$ cat src/rtl/kbd_uart_bridge.sv
// Keystroke-to-UART bridge: edge-qualified capture into a circular FIFO, serialised
// as UART frames with configurable parity and stop bits, plus overflow accounting.
module kbd_uart_bridge #(
    parameter int DATA_W       = 8,
    parameter int FIFO_DEPTH   = 16,
    parameter int CLKS_PER_BIT = 5208,
    parameter int PARITY       = 0,
    parameter int STOP_BITS    = 1
) (
    input  logic                          clk,
    input  logic                          rst,
    input  logic                          in_valid,
    input  logic [DATA_W-1:0]             in_data,
    output logic                          txd,
    output logic                          tx_busy,
    output logic [$clog2(FIFO_DEPTH):0]   fifo_count,
    output logic                          overflow,
    output logic [7:0]                    drop_count,
    output logic [DATA_W-1:0]             last_byte
);

    localparam int PTR_W = $clog2(FIFO_DEPTH);
    localparam int CNT_W = PTR_W + 1;
    localparam int CLK_W = (CLKS_PER_BIT > 1) ? $clog2(CLKS_PER_BIT) : 1;
    localparam int IDX_W = $clog2(DATA_W + 1);

    typedef enum logic [2:0] {S_IDLE, S_START, S_DATA, S_PAR, S_STOP} state_t;

    function automatic logic [7:0] sat_inc8(input logic [7:0] v);
        return (v == 8'hFF) ? v : v + 8'd1;
    endfunction

    function automatic logic parity_of(input logic [DATA_W-1:0] v);
        return (PARITY == 2) ? ^v : ~^v;
    endfunction

    state_t               state_q, state_d;
    logic [CLK_W-1:0]     clk_cnt_q, clk_cnt_d;
    logic [IDX_W-1:0]     bit_idx_q, bit_idx_d;
    logic [DATA_W-1:0]    shift_q, shift_d;
    logic                 par_q, par_d;
    logic [DATA_W-1:0]    mem_q [FIFO_DEPTH];
    logic [PTR_W-1:0]     wr_ptr_q, rd_ptr_q;
    logic [CNT_W-1:0]     count_q, count_d;
    logic                 hist_q;
    logic                 ovf_q;
    logic [7:0]           drop_q;
    logic [DATA_W-1:0]    last_q;

    logic bit_done;
    logic pop;
    logic rise;
    logic push_ok;

    assign bit_done = (clk_cnt_q == CLK_W'(CLKS_PER_BIT - 1));
    assign rise     = in_valid & ~hist_q;
    // A full FIFO still accepts when the serialiser frees a slot on the same edge.
    assign push_ok  = rise && ((count_q < CNT_W'(FIFO_DEPTH)) || pop);

    always_ff @(posedge clk) begin
        if (!rst) begin
            state_q <= S_IDLE;
        end else begin
            state_q <= state_d;
        end
    end

    always_comb begin
        state_d = state_q;
        pop     = 1'b0;
        case (state_q)
            S_IDLE: begin
                if (count_q != '0) begin
                    pop     = 1'b1;
                    state_d = S_START;
                end
            end
            S_START: if (bit_done) state_d = S_DATA;
            S_DATA: begin
                if (bit_done && bit_idx_q == IDX_W'(DATA_W - 1))
                    state_d = (PARITY != 0) ? S_PAR : S_STOP;
            end
            S_PAR: if (bit_done) state_d = S_STOP;
            S_STOP: begin
                if (bit_done && bit_idx_q == IDX_W'(STOP_BITS - 1)) begin
                    if (count_q != '0) begin
                        pop     = 1'b1;
                        state_d = S_START;
                    end else begin
                        state_d = S_IDLE;
                    end
                end
            end
            default: state_d = S_IDLE;
        endcase
    end

    always_comb begin
        txd     = 1'b1;
        tx_busy = (state_q != S_IDLE);
        case (state_q)
            S_START: txd = 1'b0;
            S_DATA:  txd = shift_q[0];
            S_PAR:   txd = par_q;
            default: txd = 1'b1;
        endcase
    end

    always_comb begin
        clk_cnt_d = (state_q == S_IDLE || bit_done) ? '0 : clk_cnt_q + 1'b1;
        if (state_d != state_q)
            bit_idx_d = '0;
        else if (bit_done)
            bit_idx_d = bit_idx_q + 1'b1;
        else
            bit_idx_d = bit_idx_q;

        shift_d = shift_q;
        par_d   = par_q;
        if (pop) begin
            shift_d = mem_q[rd_ptr_q];
            par_d   = parity_of(mem_q[rd_ptr_q]);
        end else if (state_q == S_DATA && bit_done) begin
            shift_d = shift_q >> 1;
        end

        count_d = count_q;
        if (push_ok && !pop)
            count_d = count_q + 1'b1;
        else if (!push_ok && pop)
            count_d = count_q - 1'b1;
    end

    always_ff @(posedge clk) begin
        if (!rst) begin
            clk_cnt_q <= '0;
            bit_idx_q <= '0;
            wr_ptr_q  <= '0;
            rd_ptr_q  <= '0;
            count_q   <= '0;
            hist_q    <= 1'b1;
            ovf_q     <= 1'b0;
            drop_q    <= '0;
            last_q    <= '0;
        end else begin
            clk_cnt_q <= clk_cnt_d;
            bit_idx_q <= bit_idx_d;
            count_q   <= count_d;
            hist_q    <= in_valid;
            if (pop)
                rd_ptr_q <= rd_ptr_q + 1'b1;
            if (push_ok) begin
                wr_ptr_q <= wr_ptr_q + 1'b1;
                last_q   <= in_data;
            end else if (rise) begin
                ovf_q  <= 1'b1;
                drop_q <= sat_inc8(drop_q);
            end
        end
    end

    always_ff @(posedge clk) begin
        shift_q <= shift_d;
        par_q   <= par_d;
        if (push_ok)
            mem_q[wr_ptr_q] <= in_data;
    end

    assign fifo_count = count_q;
    assign overflow   = ovf_q;
    assign drop_count = drop_q;
    assign last_byte  = last_q;

endmodule

$ cat config.mk
export PLATFORM = sky130hd
export DESIGN_NAME = kbd_uart_bridge
export DESIGN_NICKNAME = d
export VERILOG_FILES = /design/src/rtl/kbd_uart_bridge.sv
export SDC_FILE = /design/constraint.sdc
export NUM_CORES = 1
export LEC_CHECK = 0
export CORE_MARGIN = 5
export CORE_UTILIZATION = 50
export DETAILED_ROUTE_END_ITERATION = 10
export PLACE_DENSITY = 0.64
export SETUP_SLACK_MARGIN = 0.15
export SLEW_MARGIN = 5
export SYNTH_ARGS = -nofsm -noshare
export SYNTH_HDL_FRONTEND = slang
export SYNTH_SLANG_ARGS = --single-unit
$ cat constraint.sdc
create_clock -name clk -period 4.2 [get_ports clk]
set_input_delay 0.63 -clock clk [delete_from_list [all_inputs] [get_ports clk]]
set_output_delay 0.63 -clock clk [all_outputs]
set_load 0.01 [all_outputs]
==> flow_metrics.py, run 1 <==
metrics = {
    "synthesis": {
        "synth-seq-cells": 192,
        "avgSynthCellArea_um2": 15.1,
        "syn_nets": 551,
        "synth_cell_types": 51,
        "syn_area_mm2": 0.00793,
        "synthArstFlopShare_pct": 0,
        "synth_warnings": 0,
        "synth_edf_count": 137,
        "ys_seq_area_share_pct": 65.8,
        "syn_inst": 526,
        "synthFlopType": "edfxtp_1",
    },
    "floorplanning": {
        "ios": 35,
        "design.core.area_mm2": 0.0157,
        "die_area_mm2": 0.0185,
        "die_x_um": 136,
        "die_h_um": 136,
        "start_util_pct": 50.5,
        "num_rows": 46,
    },
    "job": {
        "drv_cap": 0,
    },
    "finish": {
        "drive_gt1_share_pct": 14.1,
        "fill_cells": 1216,
        "syn_to_final_growth_pct": 14.3,
        "final_util_pct": 57.7,
        "final_cell_mix": "edfxtp_1 (137), dfxtp_1 (54), nor2_1 (44)",
        "final_common_cell": "edfxtp_1",
        "ff_latch_area_mm2": 0.00522,
        "multi_input_area_mm2": 0.00255,
        "num-nets-final": 594,
        "n_antenna_cell": 0,
    },
    "setup_path": {
        "reg2reg_slack_ns": 0.70,
        "worst_setup_path_start_kind": "flop",
        "arrival_ns": 3.85,
        "required_ns": 4.55,
        "crit_path_end_kind": "flop",
        "max_stage_delay_ns": 0.60,
        "crit_type": "reg -> reg",
        "r2r_start": "clk_cnt_q[0]",
        "r2r-end": "fifo_count[4]",
        "critPathLaunch": "clk_cnt_q[0]",
        "cpMaxStageDelayCell": "or3_1",
        "crit_fanout": 9,
        "cp_cell_sequence": "ha_1, and4_1, a41oi_1, or3_1, ha_1, inv_1, ha_1, a21o_1, a21oi_1, xnor2_1, or3_1, a21boi_0",
        "worst_path_most_repeated_cell": "ha_1",
        "rr_worst_depth": 12,
        "endpoint": "fifo_count[4]",
    },
    "placed_design": {
        "gp_congestion": 0.790,
        "hpwl_um": 10100,
        "io_buffers": 34,
    },
    "global_routing": {
        "grt_max_degree": 38,
        "grt_pass1_vias": 4289,
        "globalRoute.totalOverflow": 0,
        "antenna_found_initial": 0,
        "grt_pass1_wl_um": 23600,
        "grtUsageTotal_pct": 17.2,
    },
    "timing": {
        "min_period_over_period_pct": 83.3,
        "skew_ns": 0.00949,
        "tightest_slew_ns": 0.921,
        "whs_ns": 0.465,
        "hold_violations": 0,
        "rsz0062_at_grt": "false",
        "slew_headroom_pct": 38.4,
        "tns_ns": 0,
        "slew_violations": 0,
        "fmax_ghz": 0.286,
        "fin_crit_ns": 3.50,
        "finalSetupViolCount": 0,
    },
    "drt": {
        "drc_errors": 0,
        "drt-initial-drc-count": 230,
        "via_count": 4328,
        "dr.pass1.iters": 5,
        "antenna_left": 0,
        "routed_via_density": 5.42,
        "routed_wl_um": 14900,
        "wl_per_cell_um": 18.7,
    },
    "run_status": {
        "status": "finished clean",
    },
    "clock_network": {
        "cts-buffers-inserted": 17,
        "holdBufCountCts": 0,
        "cts-root-buf": "clkbuf_16",
        "clock_latency_ns": 0.44,
        "clock_sinks": 192,
        "cts_htree_levels": 4,
        "cts_max_path_buffers": 2,
        "clkTransAtPathRegs_ns": 0.07,
        "cts_setup_buffers": 0,
        "cts_resized": 0,
        "cts_tree": "yes",
    },
    "pwr": {
        "vdd_ir_drop_max_mv": 0.313,
        "cellPowerDensity_mw_per_mm2": 539,
        "p_leak_nw": 2.99,
    },
    "worst_hold_path": {
        "min_path_cells": 1,
        "hold_class": "reg -> reg",
    },
}
[kinds of logic after synthesis]
family | after synthesis | synth area share, %
simple gates | 154 | 9.99
xor+xnor | 36 | 4.34
compound gates | 44 | 3.79
flops | 192 | 65.8
fa+ha+maj | 14 | 2.30
mux | 54 | 11.7
buf+inv | 32 | 2.11
[critical path: cells and delay by family, from the launching register on]
family	cells	cell delay, ns
and+or+nand+nor	3	1.17
DFF	1	0.38
xor gates and xnor gates	1	0.09
adders and majority gates	3	0.83
AOI/OAI and AO/OA	4	0.80
buffers and inverters	1	0.14
[Yosys cell counts (all sizes together) (5+ instances only)]
cell type  instances  area share (%)
o21ai             11            0.69
dfxtp             55              14
nand3             17             1.1
nor2              44             2.1
xnor2             26             3.1
nand2             24             1.1
nand4              6            0.47
xor2               9            0.99
and3               8            0.63
mux2i             21             2.7
a21boi             5            0.47
a21oi              8            0.50
a221oi             6            0.74
buf               11             1.1
and2              21             1.7
mux4              30             8.6
edfxtp           137              52
clkbuf            11            0.52
ha                13             2.1
nor2b             14             1.1
inv                9            0.43
[flip-flops by register name (all words and copies together), names as in the netlist, named ones only]
name,cells
drop_count,8
hist_q,1
overflow,1
clk_cnt_q,13
fifo_count,5
state_q,3
par_q,1
shift_q,8
wr_ptr_q,4
mem_q,128
rd_ptr_q,4
last_byte,8
bit_idx_q,4
[area by class of cell]
cell class	count	share of cell area, %
Sequential cell	192	57.5
Clock inverter	13	1.32
Timing Repair Buffer	46	4.89
Clock buffer	19	4.78
Tap cell	216	2.98
Inverter	10	0.414
Multi-Input combinational cell	302	28.1
[per-layer routing]
layer / up-vias / GRT usage [%] / routed length (um)
li1: 2052 / - / -
met1: 2163 / 23.0 / 6610
met2: 88 / 27.8 / 7480
met3: 25 / 3.18 / 520
met4: 0 / 7.39 / 306
met5: - / 0 / 0
[power by group]
part | internal, mW | total [mW] | switching, mW
Sequential | 2.17 | 2.24 | 0.0674
Combinational | 0.574 | 1.14 | 0.566
Clock | 0.782 | 1.51 | 0.726
Total | 3.53 | 4.89 | 1.36
[worst min-delay path by stage]
stage / to / slack, ns / startpoint
global route: clk_cnt_q[0] / 0.51 / clk_cnt_q[0]
CTS: overflow / 0.47 / overflow
detailed placement: overflow / 0.45 / overflow
global placement: clk_cnt_q[0] / 0.44 / clk_cnt_q[0]
floorplan: clk_cnt_q[0] / 0.43 / clk_cnt_q[0]
finish: overflow / 0.46 / overflow
[through the flow]
stage                     setup WS [ns]  instances  area, um2  total power, mW
after detailed placement          0.743        766       8510             3.44
after global placement            0.930        766       8510             3.41
after CTS                         0.723        798       9070             4.94
final                             0.700        798       9070             4.89
after floorplan                   0.967        526       7930             3.14
after global routing              0.504        798       9070             5.11
(Power assumes the default switching activity.)
==> inputs of run 2 (changes only) <==
--- a/config.mk
+++ b/config.mk
@@ -8,7 +8,7 @@
 export CORE_MARGIN = 5
 export CORE_UTILIZATION = 50
 export DETAILED_ROUTE_END_ITERATION = 10
-export PLACE_DENSITY = 0.64
+export PLACE_DENSITY = 0.66
 export SETUP_SLACK_MARGIN = 0.15
 export SLEW_MARGIN = 5
 export SYNTH_ARGS = -nofsm -noshare
==> constraint.sdc (replaced) <==
create_clock -name clk -period 2.9 [get_ports clk]
set_input_delay 0.435 -clock clk [delete_from_list [all_inputs] [get_ports clk]]
set_output_delay 0.435 -clock clk [all_outputs]
set_load 0.01 [all_outputs]
==> run 2 against run 1 <==
  * Clock skew fell by 0.0018 ns
  * Setup slack got worse by 0.53 ns
  * Utilization is 2.5 points higher
  * Power is 54% higher
  * Register-to-register slack got worse by 0.53 ns
  * Combinational power increased by 56%
  * Highest routed layer unchanged
==> flow_metrics.py, run 2 (same netlist as run 1, synthesis figures left out) <==
metrics = {
    "floorplanning": {
        "num_rows": 46,
        "start_util_pct": 50.5,
        "die_x_um": 136,
        "design.core.area_mm2": 0.0157,
        "ios": 35,
        "die_h_um": 136,
        "die_area_mm2": 0.0185,
    },
    "timing": {
        "skew_ns": 0.00768,
        "finalSetupViolCount": 0,
        "rsz0062_at_grt": "true",
        "slew_headroom_pct": 57.8,
        "fin_crit_ns": 2.73,
        "tightest_slew_ns": 0.631,
        "fmax_ghz": 0.366,
        "slew_violations": 0,
        "hold_violations": 0,
        "min_period_over_period_pct": 94.1,
    },
    "worst_hold_path": {
        "min_to": "overflow",
        "hold_class": "reg -> reg",
        "min_path_cells": 1,
        "hold_start": "overflow",
    },
    "setup_path": {
        "crit_type": "reg -> reg",
        "cpMaxStageDelayCell": "nor4b_4",
        "worst_setup_path_start_kind": "flop",
        "cp_cell_sequence": "nor4b_4, a41oi_4, o21ai_2, and2_4, ha_4, inv_4, fa_2, a21o_1, a21oi_2, xnor2_1, or3_1, a21boi_1",
        "critPathLaunch": "clk_cnt_q[3]",
        "crit_fanout": 4,
        "max_stage_delay_ns": 0.39,
        "rr_worst_depth": 12,
        "arrival_ns": 3.09,
        "reg2reg_slack_ns": 0.17,
        "required_ns": 3.26,
        "r2r-end": "fifo_count[4]",
        "r2r_start": "clk_cnt_q[3]",
        "crit_path_end_kind": "flop",
    },
    "global_routing": {
        "antenna_found_initial": 0,
        "globalRoute.totalOverflow": 0,
        "grtUsageTotal_pct": 17.7,
        "grt_max_degree": 35,
        "grt_pass1_wl_um": 24800,
        "grt_pass1_vias": 4649,
    },
    "placed_design": {
        "dp.cells": 780,
        "hpwl_um": 10200,
        "gp_congestion": 0.777,
        "io_buffers": 34,
    },
    "drt": {
        "drc_errors": 0,
        "wl_per_cell_um": 18.6,
        "routed_wl_um": 15300,
        "antenna_left": 0,
        "via_count": 4485,
        "dr.pass1.iters": 4,
        "drt-initial-drc-count": 329,
        "routed_via_density": 5.45,
    },
    "clock_network": {
        "cts-buffers-inserted": 17,
        "cts-root-buf": "clkbuf_16",
        "cts_max_path_buffers": 2,
        "holdBufCountCts": 0,
        "clock_sinks": 192,
        "cts_htree_levels": 4,
        "clock_latency_ns": 0.43,
        "cts_tree": "yes",
        "clkTransAtPathRegs_ns": 0.07,
    },
    "pwr": {
        "cellPowerDensity_mw_per_mm2": 795,
        "p_leak_nw": 3.16,
        "vdd_ir_drop_max_mv": 0.422,
        "power_mw": 7.52,
    },
    "finish": {
        "fill_cells": 1169,
        "num-nets-final": 619,
        "multi_input_area_mm2": 0.00266,
        "ff_latch_area_mm2": 0.00522,
        "final_cell_mix": "edfxtp_1 (137), dfxtp_1 (50), nor2_1 (44)",
        "final_common_cell": "edfxtp_1",
        "finalNonFillerCells": 823,
        "largest_reg_flops": 128,
        "syn_to_final_growth_pct": 19.3,
        "top_regs": "mem_q x128, clk_cnt_q x13",
        "n_antenna_cell": 0,
        "top_register": "mem_q",
        "drive_gt1_share_pct": 20.8,
    },
    "job": {
        "drv_cap": 0,
    },
    "run_status": {
        "status": "finished clean",
    },
}
## run 2: cell count changes in the layout (fill, tap and decap cells not counted), moves of 3 or more
| cell | delta |
|---|---|
| ha_4 | +3 |
| dfxtp_1 | -4 |
| dfxtp_2 | +4 |
| buf_4 | +24 |
| ha_1 | -3 |
| bufinv_16 | +4 |
## run 2: layout make-up
cell class | instances | area share, %
inverters | 10 | 0.423
repair buffers | 71 | 6.80
well taps | 216 | 2.86
clock buffers | 17 | 4.50
clock inverters | 15 | 2.19
multi-input cells | 302 | 28.1
flip-flops and latches | 192 | 55.2
## run 2: routing by layer
metal	routed length (um)	vias up	track usage, %
met5	0	-	0
met1	6310	2256	23.0
met4	174	0	6.27
met3	800	15	3.03
li1	-	2105	-
met2	7990	109	30.1
## run 2: worst max path at each step
stage,endpoint,slack [ns],cells past startpoint
finish,fifo_count[4],0.17,12
floorplan,fifo_count[4],0.06,15
detailed placement,fifo_count[4],0.04,11
CTS,fifo_count[4],0.15,14
global route,fifo_count[4],-0.0005,12
global placement,fifo_count[4],0.16,11
## run 2: report_power, final
| group | internal [mW] | leakage (nW) | switching [mW] |
|---|---|---|---|
| combinational | 0.941 | 1.17 | 0.843 |
| clock | 1.46 | 0.304 | 1.03 |
| sequential | 3.15 | 1.69 | 0.104 |
| total | 5.55 | 3.16 | 1.98 |
## run 2: repair_timing
action	in CTS	in global routing
resized for setup	6	4
setup endpoints to repair	2	2
hold endpoints to repair	0	0
pin swaps	5	9
buffers inserted	5	6
## run 2: through the flow
step                      instance area (um2)  hold WS, ns  setup WS (ns)  setup TNS, ns  util, %
after floorplan                          8010        0.433         0.0591              0        -
after global placement                   8700        0.440          0.156              0     55.4
after detailed placement                 8700        0.453         0.0363              0     55.4
after CTS                                9400        0.469          0.151              0     59.8
after global routing                     9460        0.491      -0.000523      -0.000523     60.2
final                                    9460        0.465          0.171              0     60.2
## run 2: worst max-delay path: cells and delay by family (launching register included)
family / cells / cell delay [ns]
XOR/XNOR: 1 / 0.08
AO/OA/AOI/OAI: 5 / 0.82
flip-flops: 1 / 0.36
AND/OR/NAND/NOR: 3 / 0.88
buffers and inverters: 1 / 0.05
adder cells (fa/ha/maj): 2 / 0.47
==> inputs of run 3 (changes only) <==
--- a/config.mk
+++ b/config.mk
@@ -7,6 +7,7 @@
 export LEC_CHECK = 0
 export CORE_MARGIN = 5
 export CORE_UTILIZATION = 50
+export CTS_CLUSTER_SIZE = 28
 export DETAILED_ROUTE_END_ITERATION = 10
 export PLACE_DENSITY = 0.66
 export SETUP_SLACK_MARGIN = 0.15
==> results of run 3 <==
No change in the layout: final DEF, timing and power equal those of run 2.
